[config.mk]
export PLATFORM = sky130hd
export DESIGN_NAME = acorn128_ctrl
export DESIGN_NICKNAME = d
export VERILOG_FILES = /design/src/rtl/acorn128_ctrl.sv
export SDC_FILE = /design/constraint.sdc
export NUM_CORES = 1
export LEC_CHECK = 0
export CELL_PAD_IN_SITES_DETAIL_PLACEMENT = 1
export CELL_PAD_IN_SITES_GLOBAL_PLACEMENT = 2
export CORE_UTILIZATION = 30
export CTS_BUF_LIST = sky130_fd_sc_hd__clkbuf_8
export DETAILED_ROUTE_END_ITERATION = 16
export PLACE_DENSITY_LB_ADDON = 0.1
export SYNTH_ARGS = -nofsm -noshare
export SYNTH_HDL_FRONTEND = slang
export SYNTH_SLANG_ARGS = --single-unit
[constraint.sdc]
create_clock -name clk_i -period 3.22 [get_ports clk_i]
set_input_delay 0.322 -clock clk_i [delete_from_list [all_inputs] [get_ports clk_i]]
set_output_delay 0.322 -clock clk_i [all_outputs]
set_load 0.1 [all_outputs]
[src/rtl/acorn128_ctrl.sv]
// ACORN-128 bit-serial phase sequencer.
// Walks init -> AD (+pad) -> message (+pad) -> finalization and feeds the
// state update stage with ca/cb/mbit plus a step enable, one bit per step.
//
// state     | meaning
// ----------+-----------------------------------------------------------
// S_IDLE    | waiting for start; all outputs low (done pulses here)
// S_INIT    | key/IV load, 1792 unconditional steps
// S_AD      | associated data, one step per accepted AD bit
// S_AD_PAD  | AD padding, 256 steps (leading 1 bit, ca high for 128)
// S_MSG     | message, one step per accepted message bit
// S_MSG_PAD | message padding, as AD padding but cb low
// S_FINAL   | finalization, 768 steps, last 128 form the tag window

module acorn128_ctrl #(
  parameter int unsigned INIT_STEPS   = 1792,
  parameter int unsigned PAD_STEPS    = 256,
  parameter int unsigned PAD_CA_STEPS = 128,
  parameter int unsigned FINAL_STEPS  = 768
) (
  input  logic         clk_i,
  input  logic         rst_i,
  input  logic         start_i,
  input  logic [127:0] key_i,
  input  logic [127:0] iv_i,
  input  logic         ad_zero_i,
  input  logic         pt_zero_i,
  input  logic         dec_i,
  input  logic         ad_valid_i,
  input  logic         ad_bit_i,
  input  logic         ad_last_i,
  output logic         ad_ready_o,
  input  logic         pt_valid_i,
  input  logic         pt_bit_i,
  input  logic         pt_last_i,
  output logic         pt_ready_o,
  input  logic         ks_in_i,
  output logic         ca_out_o,
  output logic         cb_out_o,
  output logic         mbit_out_o,
  output logic         step_en_o,
  output logic         tag_win_o,
  output logic         busy_o,
  output logic         done_o
);

  typedef enum logic [2:0] {
    S_IDLE, S_INIT, S_AD, S_AD_PAD, S_MSG, S_MSG_PAD, S_FINAL
  } state_t;

  localparam logic [10:0] INIT_LAST  = 11'(INIT_STEPS - 1);
  localparam logic [10:0] PAD_LAST   = 11'(PAD_STEPS - 1);
  localparam logic [10:0] PAD_CA_END = 11'(PAD_CA_STEPS);
  localparam logic [10:0] FINAL_LAST = 11'(FINAL_STEPS - 1);
  localparam logic [10:0] TAG_FIRST  = 11'(FINAL_STEPS - 128);

  state_t       state_q, state_d;
  logic [10:0]  cnt_q, cnt_d;
  logic [127:0] key_q, iv_q;
  logic         ad_zero_q, pt_zero_q, dec_q;
  logic         done_q, done_d;
  logic         init_mbit;

  // State, counter and done pulse registers; operation parameters latch on an accepted start.
  always_ff @(posedge clk_i) begin
    if (rst_i) begin
      state_q   <= S_IDLE;
      cnt_q     <= '0;
      done_q    <= 1'b0;
      key_q     <= '0;
      iv_q      <= '0;
      ad_zero_q <= 1'b0;
      pt_zero_q <= 1'b0;
      dec_q     <= 1'b0;
    end else begin
      state_q <= state_d;
      cnt_q   <= cnt_d;
      done_q  <= done_d;
      if (state_q == S_IDLE && start_i) begin
        key_q     <= key_i;
        iv_q      <= iv_i;
        ad_zero_q <= ad_zero_i;
        pt_zero_q <= pt_zero_i;
        dec_q     <= dec_i;
      end
    end
  end

  // Init message bit: key, then IV, then a single inverted key bit 0, then key repeated.
  always_comb begin
    init_mbit = key_q[cnt_q[6:0]];
    if (cnt_q < 11'd128)       init_mbit = key_q[cnt_q[6:0]];
    else if (cnt_q < 11'd256)  init_mbit = iv_q[cnt_q[6:0]];
    else if (cnt_q == 11'd256) init_mbit = ~key_q[0];
  end

  // Next-state and phase outputs; counter restarts on every state change.
  always_comb begin
    state_d    = state_q;
    done_d     = 1'b0;
    ad_ready_o = 1'b0;
    pt_ready_o = 1'b0;
    ca_out_o   = 1'b0;
    cb_out_o   = 1'b0;
    mbit_out_o = 1'b0;
    step_en_o  = 1'b0;
    tag_win_o  = 1'b0;

    case (state_q)
      S_IDLE: begin
        if (start_i) state_d = S_INIT;
      end
      S_INIT: begin
        step_en_o  = 1'b1;
        ca_out_o   = 1'b1;
        cb_out_o   = 1'b1;
        mbit_out_o = init_mbit;
        if (cnt_q == INIT_LAST) state_d = ad_zero_q ? S_AD_PAD : S_AD;
      end
      S_AD: begin
        ad_ready_o = 1'b1;
        ca_out_o   = 1'b1;
        cb_out_o   = 1'b1;
        mbit_out_o = ad_bit_i;
        step_en_o  = ad_valid_i;
        if (ad_valid_i && ad_last_i) state_d = S_AD_PAD;
      end
      S_AD_PAD: begin
        step_en_o  = 1'b1;
        mbit_out_o = (cnt_q == 11'd0);
        ca_out_o   = (cnt_q < PAD_CA_END);
        cb_out_o   = 1'b1;
        if (cnt_q == PAD_LAST) state_d = pt_zero_q ? S_MSG_PAD : S_MSG;
      end
      S_MSG: begin
        pt_ready_o = 1'b1;
        ca_out_o   = 1'b1;
        cb_out_o   = 1'b0;
        step_en_o  = pt_valid_i;
        mbit_out_o = pt_bit_i ^ (dec_q & ks_in_i);
        if (pt_valid_i && pt_last_i) state_d = S_MSG_PAD;
      end
      S_MSG_PAD: begin
        step_en_o  = 1'b1;
        mbit_out_o = (cnt_q == 11'd0);
        ca_out_o   = (cnt_q < PAD_CA_END);
        cb_out_o   = 1'b0;
        if (cnt_q == PAD_LAST) state_d = S_FINAL;
      end
      S_FINAL: begin
        step_en_o  = 1'b1;
        ca_out_o   = 1'b1;
        cb_out_o   = 1'b1;
        tag_win_o  = (cnt_q >= TAG_FIRST);
        if (cnt_q == FINAL_LAST) begin
          state_d = S_IDLE;
          done_d  = 1'b1;
        end
      end
      default: state_d = S_IDLE;
    endcase

    if (state_d != state_q) cnt_d = '0;
    else if (step_en_o)     cnt_d = cnt_q + 11'd1;
    else                    cnt_d = cnt_q;
  end

  assign busy_o = (state_q != S_IDLE);
  assign done_o = done_q;

endmodule

== Word level (Yosys, flattened, before mapping) ==
Index checks and enable logic that the tools add are counted.
Operators by class
  shift-type cells: 0
  add/sub/neg operators: 1
  $lt $le $gt $ge: 4
  reduce and logical (&&, ||, !) cells: 12
  multiplexer cells: 25
  bitwise gates (word level): 4
  multiply operators: 0
  divide/modulo/power cells: 0
  equal/unequal tests: 11
Operators with widths (number)
  3-bit two-way mux: 7
  3-bit one-hot mux with 7 select lines: 1
  1-bit binary-select mux with 7-bit select: 2
  1-bit two-way mux: 12
  4-bit OR reduction: 3
  11-bit by 1-bit adder with 11-bit output (second input constant): 1
  11-bit by 10-bit == test with 1-bit output (second input constant): 1
  11-bit == test (second input constant): 1
  11-bit by 8-bit == test with 1-bit output (second input constant): 1
  11-bit by 9-bit == test with 1-bit output (second input constant): 1
  11-bit by 10-bit greater-or-equal comparator with 1-bit output (second input constant): 1
  11-bit logical NOT: 1
  11-bit by 8-bit less-than comparator with 1-bit output (second input constant): 1
  11-bit by 9-bit less-than comparator with 1-bit output (second input constant): 1
  3-bit == test (second input constant): 3
  7-bit by 8-bit less-than comparator with 1-bit output (second input constant): 1
  3-bit by 2-bit == test with 1-bit output (second input constant): 2
  2-bit OR reduction: 3
  1-bit one-hot mux with 4 select lines: 1
  3-bit by 1-bit == test with 1-bit output (second input constant): 1
  1-bit logical AND: 3
  3-bit logical NOT: 1
  3-bit != test: 1
  1-bit one-hot mux with 3 select lines: 1
  other kinds (5): 6
Word-level totals
  bits in latches: 0
  input bits: 269
  memory bits (writable): 0
  output and inout port bits: 9
  word-level logic and storage cells: 65
  ROM bits: 0
  register bits after elaboration: 274
  memories: 0

== Logic depth before layout (Yosys ltp) ==
Gate-level depths: netlist (run 1).
  word-level depth: 6
  depth in mapped cells: 12
  depth with buffers taken out: 8

== Worst setup path after synthesis (run 1) ==
OpenSTA, ideal clock, no wires.
  path kind: register to output
  start: register state_q[2]
  end: output port mbit_out_o
  slack: -1890 ps
  buffers on the path: 1
  arrival: 4788 ps
  cell stages (with the launch flop): 8
  required time: 2898 ps
  path through: dfxtp_1 -> buf_2 -> nor3b_1 -> o21a_1 -> a211oi_1 -> nand3_1 -> o32ai_1 -> o22ai_1
On the way
  cells in the longest elaborated chain, start to end: 3
  elaborated cells between the ends (all ways): 7
  classes of those cells: eq/ne: 5; mux: 1; reduce/logical: 1
RTL lines
  start: declaration: RTL line 57  | state_t state_q, state_d;
  start signal: assignment: RTL line 76  | state_q <= state_d;
  3-bit == test or 3-bit by 2-bit == test with 1-bit output (tied branches): RTL line 109  | case (state_q)
  2-bit OR reduction (no line)
  1-bit one-hot mux with 4 select lines (*): RTL line 109
  end: declaration: RTL line 40  | output logic mbit_out_o,
Mark *: on every way between the ends. The rest lies on a longest branch, timed or not.

== Worst setup path in the final report (run 1) ==
  start: register cnt_q[0]
  end: output port mbit_out_o
On the way
  cells in the longest elaborated chain, start to end: 6
  elaborated cells between the ends (all ways): 12
  classes of those cells: order compare: 2; eq/ne: 1; mux: 8; reduce/logical: 1
RTL lines
  start: declaration: RTL line 58  | logic [10:0] cnt_q, cnt_d;
  start signal: assignment: RTL line 77  | cnt_q <= cnt_d;
  1-bit binary-select mux with 7-bit select: RTL line 91, 92
  1-bit two-way mux (not written as such): RTL line 91, 92
  1-bit two-way mux: RTL line 94  | else if (cnt_q == 11'd256) init_mbit = ~key_q[0];
  1-bit two-way mux: RTL line 93  | else if (cnt_q < 11'd256) init_mbit = iv_q[cnt_q[6:0]];
  1-bit two-way mux: RTL line 92  | if (cnt_q < 11'd128) init_mbit = key_q[cnt_q[6:0]];
  1-bit one-hot mux with 4 select lines (*): RTL line 109
Mark *: on every way between the ends. The rest lies on a longest branch, timed or not. The select of a mux whose other input is x is not followed.

==> results of run 1 <==
==> kinds of logic after synthesis <==
| kind of cell | share of synthesized area |
|---|---|
| flip-flops | 0.4583 |
| AO/OA/AOI/OAI | 0.1522 |
| adder cells (fa/ha/maj) | 0.002091 |
| multiplexers | 0.1295 |
| buffers and inverters | 0.04558 |
| AND/OR/NAND/NOR | 0.2042 |
| XOR/XNOR | 0.008050 |
==> state kept, by name (all words and copies together) (netlist names) <==
| name | flops |
|---|---|
| ad_zero_q | 1 |
| done_o | 1 |
| iv_q | 128 |
| state_q | 3 |
| dec_q | 1 |
| cnt_q | 11 |
| pt_zero_q | 1 |
| key_q | 128 |
==> synthesized netlist by cell type, types with 5 or more instances <==
| library cell | instances | area share |
|---|---|---|
| clkbuf_1 | 96 | 0.030 |
| nor3_1 | 5 | 0.0021 |
| mux2i_1 | 12 | 0.010 |
| inv_1 | 9 | 0.0028 |
| buf_2 | 12 | 0.0050 |
| nor2_1 | 26 | 0.0082 |
| xor2_1 | 6 | 0.0044 |
| nand3_1 | 11 | 0.0046 |
| nand4_1 | 10 | 0.0052 |
| a211oi_1 | 5 | 0.0031 |
| xnor2_1 | 5 | 0.0037 |
| nand2_1 | 537 | 0.17 |
| a21oi_1 | 269 | 0.11 |
| a22oi_1 | 12 | 0.0075 |
| and2_1 | 5 | 0.0026 |
| dfxtp_1 | 274 | 0.46 |
| mux4_2 | 60 | 0.11 |
| o21ai_0 | 11 | 0.0046 |
==> worst min-delay path: stages <==
cell and delay [ns]:
clkdlybuf4s50_1 0.39, nand2_1 0.06, a21oi_1 0.05
==> worst max-delay path by stage <==
stage | from | to | slack [ns]
CTS | cnt_q[0] | mbit_out_o | -0.15
floorplan | state_q[0] | mbit_out_o | -0.15
global route | cnt_q[0] | mbit_out_o | -0.20
detailed placement | cnt_q[0] | mbit_out_o | 0.15
global placement | cnt_q[0] | mbit_out_o | 0.15
finish | cnt_q[0] | mbit_out_o | -0.06
==> through the flow <==
step	hold WS (ns)	util	worst slack, ns	total power (uW)	instances
finish	0.2874	0.4239	-0.06082	8068	2251
global route	0.2612	0.4239	-0.2002	8462	2251
CTS	0.2484	0.4222	-0.1519	8184	2245
detailed placement	0.4440	0.3922	0.1456	4964	2150
global placement	0.4395	0.3922	0.1494	4946	2150
floorplan	0.4315	-	-0.1467	4365	1438
==> cell type report <==
class,instances,area (um2)
Timing Repair Buffer,328,3324
Clock inverter,29,145.1
Clock buffer,57,784.5
Multi-Input combinational cell,1035,6100
Sequential cell,274,5494
Fill cell,4577,22470
Tap cell,518,648.1
Inverter,10,37.54
==> where the power goes <==
part           leakage [uW]  internal [uW]  total, uW  switching [uW]
Sequential          0.00225           3600       3720             122
Clock              0.000561           1680       3150            1470
Combinational       0.00321            608       1200             589
==> what timing repair did <==
action                     4_1_cts  5_1_grt
resized for setup               32        3
setup endpoints to repair        1        1
setup buffers                    8        6
pin swaps                        6        1
gates cloned                     1        0
==> routing by layer <==
| layer | wire length, um | share of wire | track usage |
|---|---|---|---|
| met1 | 20830 | 0.49 | 0.2935 |
| met2 | 19240 | 0.45 | 0.3222 |
| met3 | 1844 | 0.043 | 0.03434 |
| met4 | 860 | 0.020 | 0.05601 |
| met5 | 0 | 0 | 0 |
==> impl_metrics.toml, run 1 <==
[status]
status = "finished, violations left"
violated_checks = "negative setup slack"

[floorplan]
floorplan.die_area_um2 = 40700
fp.dieW_um = 201.7
area_inside_the_core_boundary_um2 = 39010
dieHeight_um = 201.7
starting_density = 0.3068
rows = 72
io_count = 278

[timing]
finalSetupViolCount = 1
grt_setup_unrepaired = "true"
final_hold_violations = 0
tightest_slew_ns = 0.9709
maxSlewViolCount = 0
final.period_utilization = 1.019
final_period_minus_worst_setup_slack_ns = 3.281
timing.final.ws_setup_ns = -0.06082
slew_headroom = 0.3507
final.setup_skew_ns = 0.02188
setup-tns-final_ns = -0.06082
max_freq_ghz = 0.3048

[critical_path]
worstPathRequired_ns = 2.90
reg2reg_setup_slack_ns = 0.49
path_cells = "buf_6, buf_16, mux4_2, mux2_2, a21oi_1, nand3_1, o32ai_4, o22ai_4, buf_12"
worst_path_max_delay_cell = "mux4_2"
reg2reg_depth = 10
cp-end-kind = "output pin"
regToRegStartpoint = "cnt_q[0]"
worst-path-buf-inv = 3
rr_endpoint = "cnt_q[1]"
timing.critical_path.arrival_ns = 2.96
critical_path.max_fanout = 11
crit_path_start_kind = "register"
timing_worst_setup_path_type = "reg2out"
critical_path_cell_count = 9
cp_slowest_stage_delay_ns = 0.50
worst_path_dominant_cell_family = "multiplexers"

[placed_design]
port_buffers = 277
post-dp-hpwl_um = 29920
detailed_place.area_um2 = 15300
finalWeightedCongestion = 0.7936

[worst_hold_path]
worst_hold_path.endpoint = "key_q[111]"
worstHoldPathCells = 3
hp-class = "in2reg"
min_from = "key_i[111]"

[synth]
mappedNetlistNets = 1709
ys_seq_elements = 274
synthesis.yosys.warnings = 0
synth-edff-count = 0
post_synth_num_cell_types = 59
synth_flop_cell = "dfxtp_1"
post_synthesis_instance_area_um2 = 11970
yosysSeqAreaShare = 0.4583
asyncSetResetFlopFracSynth = 0
postSynthAreaPerCell_um2 = 8.322
netlist_instances = 1438

[clock_network]
clkTransAtPathRegs_ns = 0.06
h-tree-depth = 2
numCtsBuffers = 50
tritoncts = "done"
hold_buffers = 0
clk_path_buf_depth = 3
numClockSinks = 274
worst_skew_pair.late_latency_ns = 0.58
cts-root-buf = "clkbuf_8"

[routing]
drtAntennaViolNets = 0
viasPerCell = 4.912
wl_per_cell_um = 19.00
drcViolationCount = 0
drt-pass1-iter-count = 4
routed_wirelength_um = 42770
vias = 11058
drtIter0Drc = 649

[global_route]
grt_antenna_before_repair = 0
grt-ovfl-total = 0
global_route_wire_length_before_repair_um = 65650
track_usage = 0.2065
first_global_vias = 11313
maximum_number_of_pins_on_one_net_before_global_route_repair = 171

[layout]
area_delta_synth_final_pct = 38.15
final_cell_area_um2 = 16530
layout_commonest_cell = "nand2_1"
layout.cells.most_common_list = "nand2_1 (536), dfxtp_1 (271), a21oi_1 (268), clkdlybuf4s50_1 (268), mux4_2 (60)"
n_antenna_cell = 0
layout.nets = 1970
drive_above_1_share = 0.1229

[power]
pwr_density_cell_nw_per_um2 = 488.0
worst_ir_drop_vdd_mv = 0.2439
static-leakage-power_uw = 0.006023

[job]
maxCapViolations = 0
Power figures use the tool's default switching activity.
==> run 2, diff against run 1 <==
CORE_ASPECT_RATIO = 0.7   (was not set)
==> run 2 against run 1 <==
Setup slack got worse by 0.065 ns. Combinational power hardly changed. The run still ends with negative setup slack left. Cell count rose by 0.18%. Highest routed layer unchanged. Design area is 0.31% higher. Fmax fell by 2.0%. First-iteration DRC count is 5.9% higher. Core utilization increased by 0.26 points. Clock skew down 0.012 ns. Clock-buffer cell count unchanged. Largest power group unchanged. Hold slack got worse by 0.0078 ns.
==> impl_metrics.toml, run 2 (synthesis gave the netlist of run 1 again) <==
[status]
status = "finished, violations left"
violated_checks = "negative setup slack"

[layout]
largest_registers = "iv_q x128, key_q x128, cnt_q x11"
drive_above_1_share = 0.1302
area_delta_synth_final_pct = 38.58
area.sequential_um2 = 5494
multi_input_area_um2 = 6073
layout_commonest_cell = "nand2_1"
n_antenna_cell = 0
final_cell_area_um2 = 16580
layout.nets = 1970
fillers = 4580
layout.cells.most_common_list = "nand2_1 (536), dfxtp_1 (271), a21oi_1 (269)"

[critical_path]
worst_path_max_delay_cell = "mux4_2"
critical_path.max_fanout = 9
cp-end-kind = "output pin"
cp_slowest_stage_delay_ns = 0.57
crit_path_start_kind = "register"
path_cells = "buf_12, buf_12, mux4_2, a22oi_1, a21oi_1, nor4_2, buf_4, o22ai_4, buf_12"
timing.critical_path.arrival_ns = 3.02
worstPathRequired_ns = 2.90
critical-path-top-cell-by-count = "buf_12"
timing_worst_setup_path_type = "reg2out"

[global_route]
track_usage = 0.2153
globalRouteMet3Util = 0.03751
global_route_wire_length_before_repair_um = 67160
grt-ovfl-total = 0
grt.met1_usage = 0.3208
first_global_vias = 11393
maximum_number_of_pins_on_one_net_before_global_route_repair = 181
groute.layer.met2.usage = 0.3213
grt_antenna_before_repair = 1
top_usage_layer = "met2"

[clock_network]
hold_buffers = 0
numCtsBuffers = 46
worst_skew_pair.late_latency_ns = 0.58
cts-root-buf = "clkbuf_8"
clkTransAtPathRegs_ns = 0.07
clk_path_buf_depth = 3
numClockSinks = 274
h-tree-depth = 2
tritoncts = "done"

[floorplan]
io_count = 278
floorplan.die_area_um2 = 40710
fp.dieW_um = 240.7
rows = 60
area_inside_the_core_boundary_um2 = 38890
starting_density = 0.3078
dieHeight_um = 169.1

[power]
static-leakage-power_uw = 0.006001
worst_ir_drop_vdd_mv = 0.2542
pwr_density_cell_nw_per_um2 = 496.4

[timing]
grt_setup_unrepaired = "true"
final_period_minus_worst_setup_slack_ns = 3.346
finalSetupViolCount = 1
tightest_slew_ns = 0.9622
slew_headroom = 0.3565
final_hold_violations = 0
setup-tns-final_ns = -0.1261
final.period_utilization = 1.039
timing.final.ws_setup_ns = -0.1261
maxSlewViolCount = 0
max_freq_ghz = 0.2989
final.setup_skew_ns = 0.01011

[routing]
drtIter0Drc = 687
routed_wirelength_um = 44110
drtAntennaViolNets = 0
drt-pass1-iter-count = 5
drcViolationCount = 0
viasPerCell = 4.941
vias = 11143
wl_per_cell_um = 19.56

[placed_design]
post-dp-hpwl_um = 31990
detailed_place.area_um2 = 15310
port_buffers = 277
finalWeightedCongestion = 0.8536

[job]
maxCapViolations = 0

[worst_hold_path]
hp-class = "in2reg"
run 2: cell types whose count changed in the layout (fill, tap and decap cells not counted), sizes merged:
cell      change
clkinvlp      +1
inv          -13
clkinv        +1
bufinv        +2
buf           +4
run 2: final cells by class:
type	count	area share
multi-input combinational	1035	0.3662
inverter	10	0.002263
timing repair buffer	332	0.2030
clock inverter	20	0.01018
clock buffer	57	0.04730
tap	527	0.03976
sequential	274	0.3313
run 2: per-stage QoR:
stage / std cells / power (uW) / setup slack, ns / hold slack (ns) / utilization
2_1_floorplan: 1438 / 4365 / -0.1467 / 0.4315 / -
6_report: 2255 / 8232 / -0.1261 / 0.2796 / 0.4265
3_3_place_gp: 2159 / 4976 / 0.2044 / 0.4390 / 0.3937
4_1_cts: 2247 / 8331 / -0.1840 / 0.2487 / 0.4227
5_1_grt: 2255 / 8627 / -0.2541 / 0.2684 / 0.4265
3_5_place_dp: 2159 / 4988 / 0.1819 / 0.4471 / 0.3937
run 2: final timing paths:
kind / startpoint / endpoint / slack [ns] / depth (start not counted)
worst max-delay path: cnt_q[0] / mbit_out_o / -0.13 / 9
worst min-delay path: key_i[40] / key_q[40] / 0.28 / 3
worst max register to register: cnt_q[0] / cnt_q[2] / 0.28 / 9
worst min register to register: iv_q[24] / iv_q[24] / 0.45 / 2
run 2: where the power goes:
part | internal, uW | leakage (uW) | switching [uW]
clock | 1830 | 0.000524 | 1460
combinational | 613 | 0.00323 | 600
sequential | 3600 | 0.00225 | 136
total | 6040 | 0.00600 | 2190
run 2: worst max-delay path: cells and delay by family, from the launching register on:
family | cells | cell delay (ns)
compound gates | 3 | 0.45
buf+inv | 4 | 0.63
flops | 1 | 0.48
mux | 1 | 0.57
simple gates | 1 | 0.30
run 2: timing repair:
item / in CTS / in global routing
gates resized for setup: 25 / 13
pin swaps: 6 / 6
setup buffers: 11 / 8
endpoints found under the setup margin: 1 / 1
run 2: routing by layer:
metal,part of all wire,vias to the layer above
met2,0.44,238
met4,0.013,0
li1,-,5413
met3,0.046,48
met5,0,-
met1,0.50,5444
==> run 3, diff against run 2 <==
CTS_BUF_LIST = sky130_fd_sc_hd__clkbuf_4 sky130_fd_sc_hd__clkbuf_8   (was sky130_fd_sc_hd__clkbuf_8)
CTS_CLUSTER_SIZE = 28   (was not set)
==> run 3 against run 2 <==
The flow still finishes with violations (negative setup slack). Wire length is 0.14% higher. Critical path depth is the same. Hold slack barely moved. Total power grew 1.2%. Combinational power about the same. Clock-buffer cell count rose by 9. Sequential cell count is the same. Largest cell class unchanged.
==> impl_metrics.toml, run 3 (synthesis gave the netlist of run 1 again) <==
[placed_design]
post-dp-hpwl_um = 31990
finalWeightedCongestion = 0.8536
total_placed_cells_including_tap_cells = 2159
port_buffers = 277
detailedPlace.worstSlack_ns = 0.1819

[timing]
max_freq_ghz = 0.2989
final.period_utilization = 1.039
tightest_slew_ns = 0.9622
timing.final.ws_setup_ns = -0.1255
maxSlewViolCount = 0
slew_headroom = 0.3565
final_period_minus_worst_setup_slack_ns = 3.345
final.setup_skew_ns = 0.01057
finalSetupViolCount = 1
hold-worst-slack_ns = 0.2794
final_hold_violations = 0
grt_setup_unrepaired = "true"

[clock_network]
h-tree-depth = 2
tritoncts = "done"
clk_path_buf_depth = 3
cts-root-buf = "clkbuf_8"
clkTransAtPathRegs_ns = 0.06
numCtsBuffers = 46
numClockSinks = 274
worst_skew_pair.late_latency_ns = 0.59

[critical_path]
cp-startpoint = "cnt_q[0]"
timing_worst_setup_path_type = "reg2out"
worst_path_dominant_cell_family = "buffers and inverters"
worstSetupEndpoint = "mbit_out_o"
cp_slowest_stage_delay_ns = 0.57
rr_endpoint = "cnt_q[2]"
critical_path_cell_count = 9
crit_path_start_kind = "register"
reg2reg_setup_slack_ns = 0.28
critical-path-top-cell-by-count = "buf_12"
critical_path.max_fanout = 9
timing.critical_path.arrival_ns = 3.02
worst_path_max_delay_cell = "mux4_2"
path_cells = "buf_12, buf_12, mux4_2, a22oi_1, a21oi_1, nor4_2, buf_4, o22ai_4, buf_12"
regToRegStartpoint = "cnt_q[0]"
worst-path-buf-inv = 4
cp-end-kind = "output pin"
worstPathRequired_ns = 2.90
reg2reg_depth = 9

[global_route]
grt_antenna_before_repair = 1
globalRouteMet3Util = 0.03735
first_global_vias = 11395
grt.met1_usage = 0.3208
global_route_wire_length_before_repair_um = 67190
groute.layer.met2.usage = 0.3211
top_usage_layer = "met2"
grt-ovfl-total = 0
maximum_number_of_pins_on_one_net_before_global_route_repair = 181
track_usage = 0.2155

[layout]
layout_commonest_cell = "nand2_1"
largest_registers = "iv_q x128, key_q x128, cnt_q x11"
layout.nets = 1970
fin_cells = 2255
drive_above_1_share = 0.1354
area_delta_synth_final_pct = 38.86
n_antenna_cell = 0
layout.cells.most_common_list = "nand2_1 (536), dfxtp_1 (271), a21oi_1 (269)"

[routing]
routed_wirelength_um = 44170
vias = 11142
drcViolationCount = 0
drtIter0Drc = 694
wl_per_cell_um = 19.59
viasPerCell = 4.941
drt-pass1-iter-count = 7
drtAntennaViolNets = 0

[status]
violated_checks = "negative setup slack"
status = "finished, violations left"

[floorplan]
dieHeight_um = 169.1
area_inside_the_core_boundary_um2 = 38890
rows = 60
io_count = 278
floorplan.die_area_um2 = 40710
fp.dieW_um = 240.7
starting_density = 0.3078

[power]
pwr_density_cell_nw_per_um2 = 501.3
worst_ir_drop_vdd_mv = 0.2558
static-leakage-power_uw = 0.005995
totalPowerFinal_uw = 8331

[job]
maxCapViolations = 0

[worst_hold_path]
hp-class = "in2reg"
[run 3: cell types whose count changed in the layout (fill, tap and decap cells not counted)]
cell,change
clkbuf_4,+9
inv_1,-9
[run 3: how the worst min path moves through the flow]
stage / cells past startpoint / startpoint / end / slack (ns)
floorplan: 2 / iv_q[45] / iv_q[45] / 0.43
global route: 3 / key_i[40] / key_q[40] / 0.26
CTS: 3 / key_i[40] / key_q[40] / 0.24
detailed placement: 2 / iv_q[49] / iv_q[49] / 0.45
finish: 3 / iv_i[91] / iv_q[91] / 0.28
global placement: 2 / key_q[55] / key_q[55] / 0.44
[run 3: timing repair]
item,4_1_cts,5_1_grt
setup endpoints to repair,1,1
hold buffers,0,0
pin swaps,6,5
resized for setup,25,13
buffers inserted,11,8
[run 3: area by class of cell]
type / instances / area [um2]
Timing Repair Buffer: 332 / 3367
Multi-Input combinational cell: 1035 / 6073
Clock inverter: 11 / 135.1
Tap cell: 527 / 659.4
Inverter: 10 / 37.54
Clock buffer: 66 / 852.1
Fill cell: 4567 / 22270
Sequential cell: 274 / 5494
[run 3: worst reg2reg max path, cell delays in order, from the launching register on]
cell	delay [ns]
dfxtp_4	0.47
buf_12	0.18
buf_4	0.13
ha_1	0.21
nand3_1	0.18
or3_4	0.40
o311a_1	0.37
o221a_2	0.29
o21ai_2	0.46
nor2_1	0.12
[run 3: metal layers]
metal | part of all wire | vias to the layer above
met5 | 0 | -
met4 | 0.012 | 0
li1 | - | 5409
met2 | 0.44 | 245
met3 | 0.049 | 45
met1 | 0.50 | 5443
[run 3: where the power goes]
part / internal (uW) / switching (uW) / total, uW
clock: 1930 / 1450 / 3380
sequential: 3600 / 136 / 3740
combinational: 613 / 600 / 1210
total: 6150 / 2190 / 8330
[run 3: per-stage QoR]
step | util | instance area (um2) | setup TNS (ns)
floorplan | - | 11990 | -0.1467
global placement | 0.3937 | 15310 | 0
detailed placement | 0.3937 | 15310 | 0
CTS | 0.4236 | 16470 | -0.1883
global route | 0.4273 | 16620 | -0.2464
finish | 0.4273 | 16620 | -0.1255
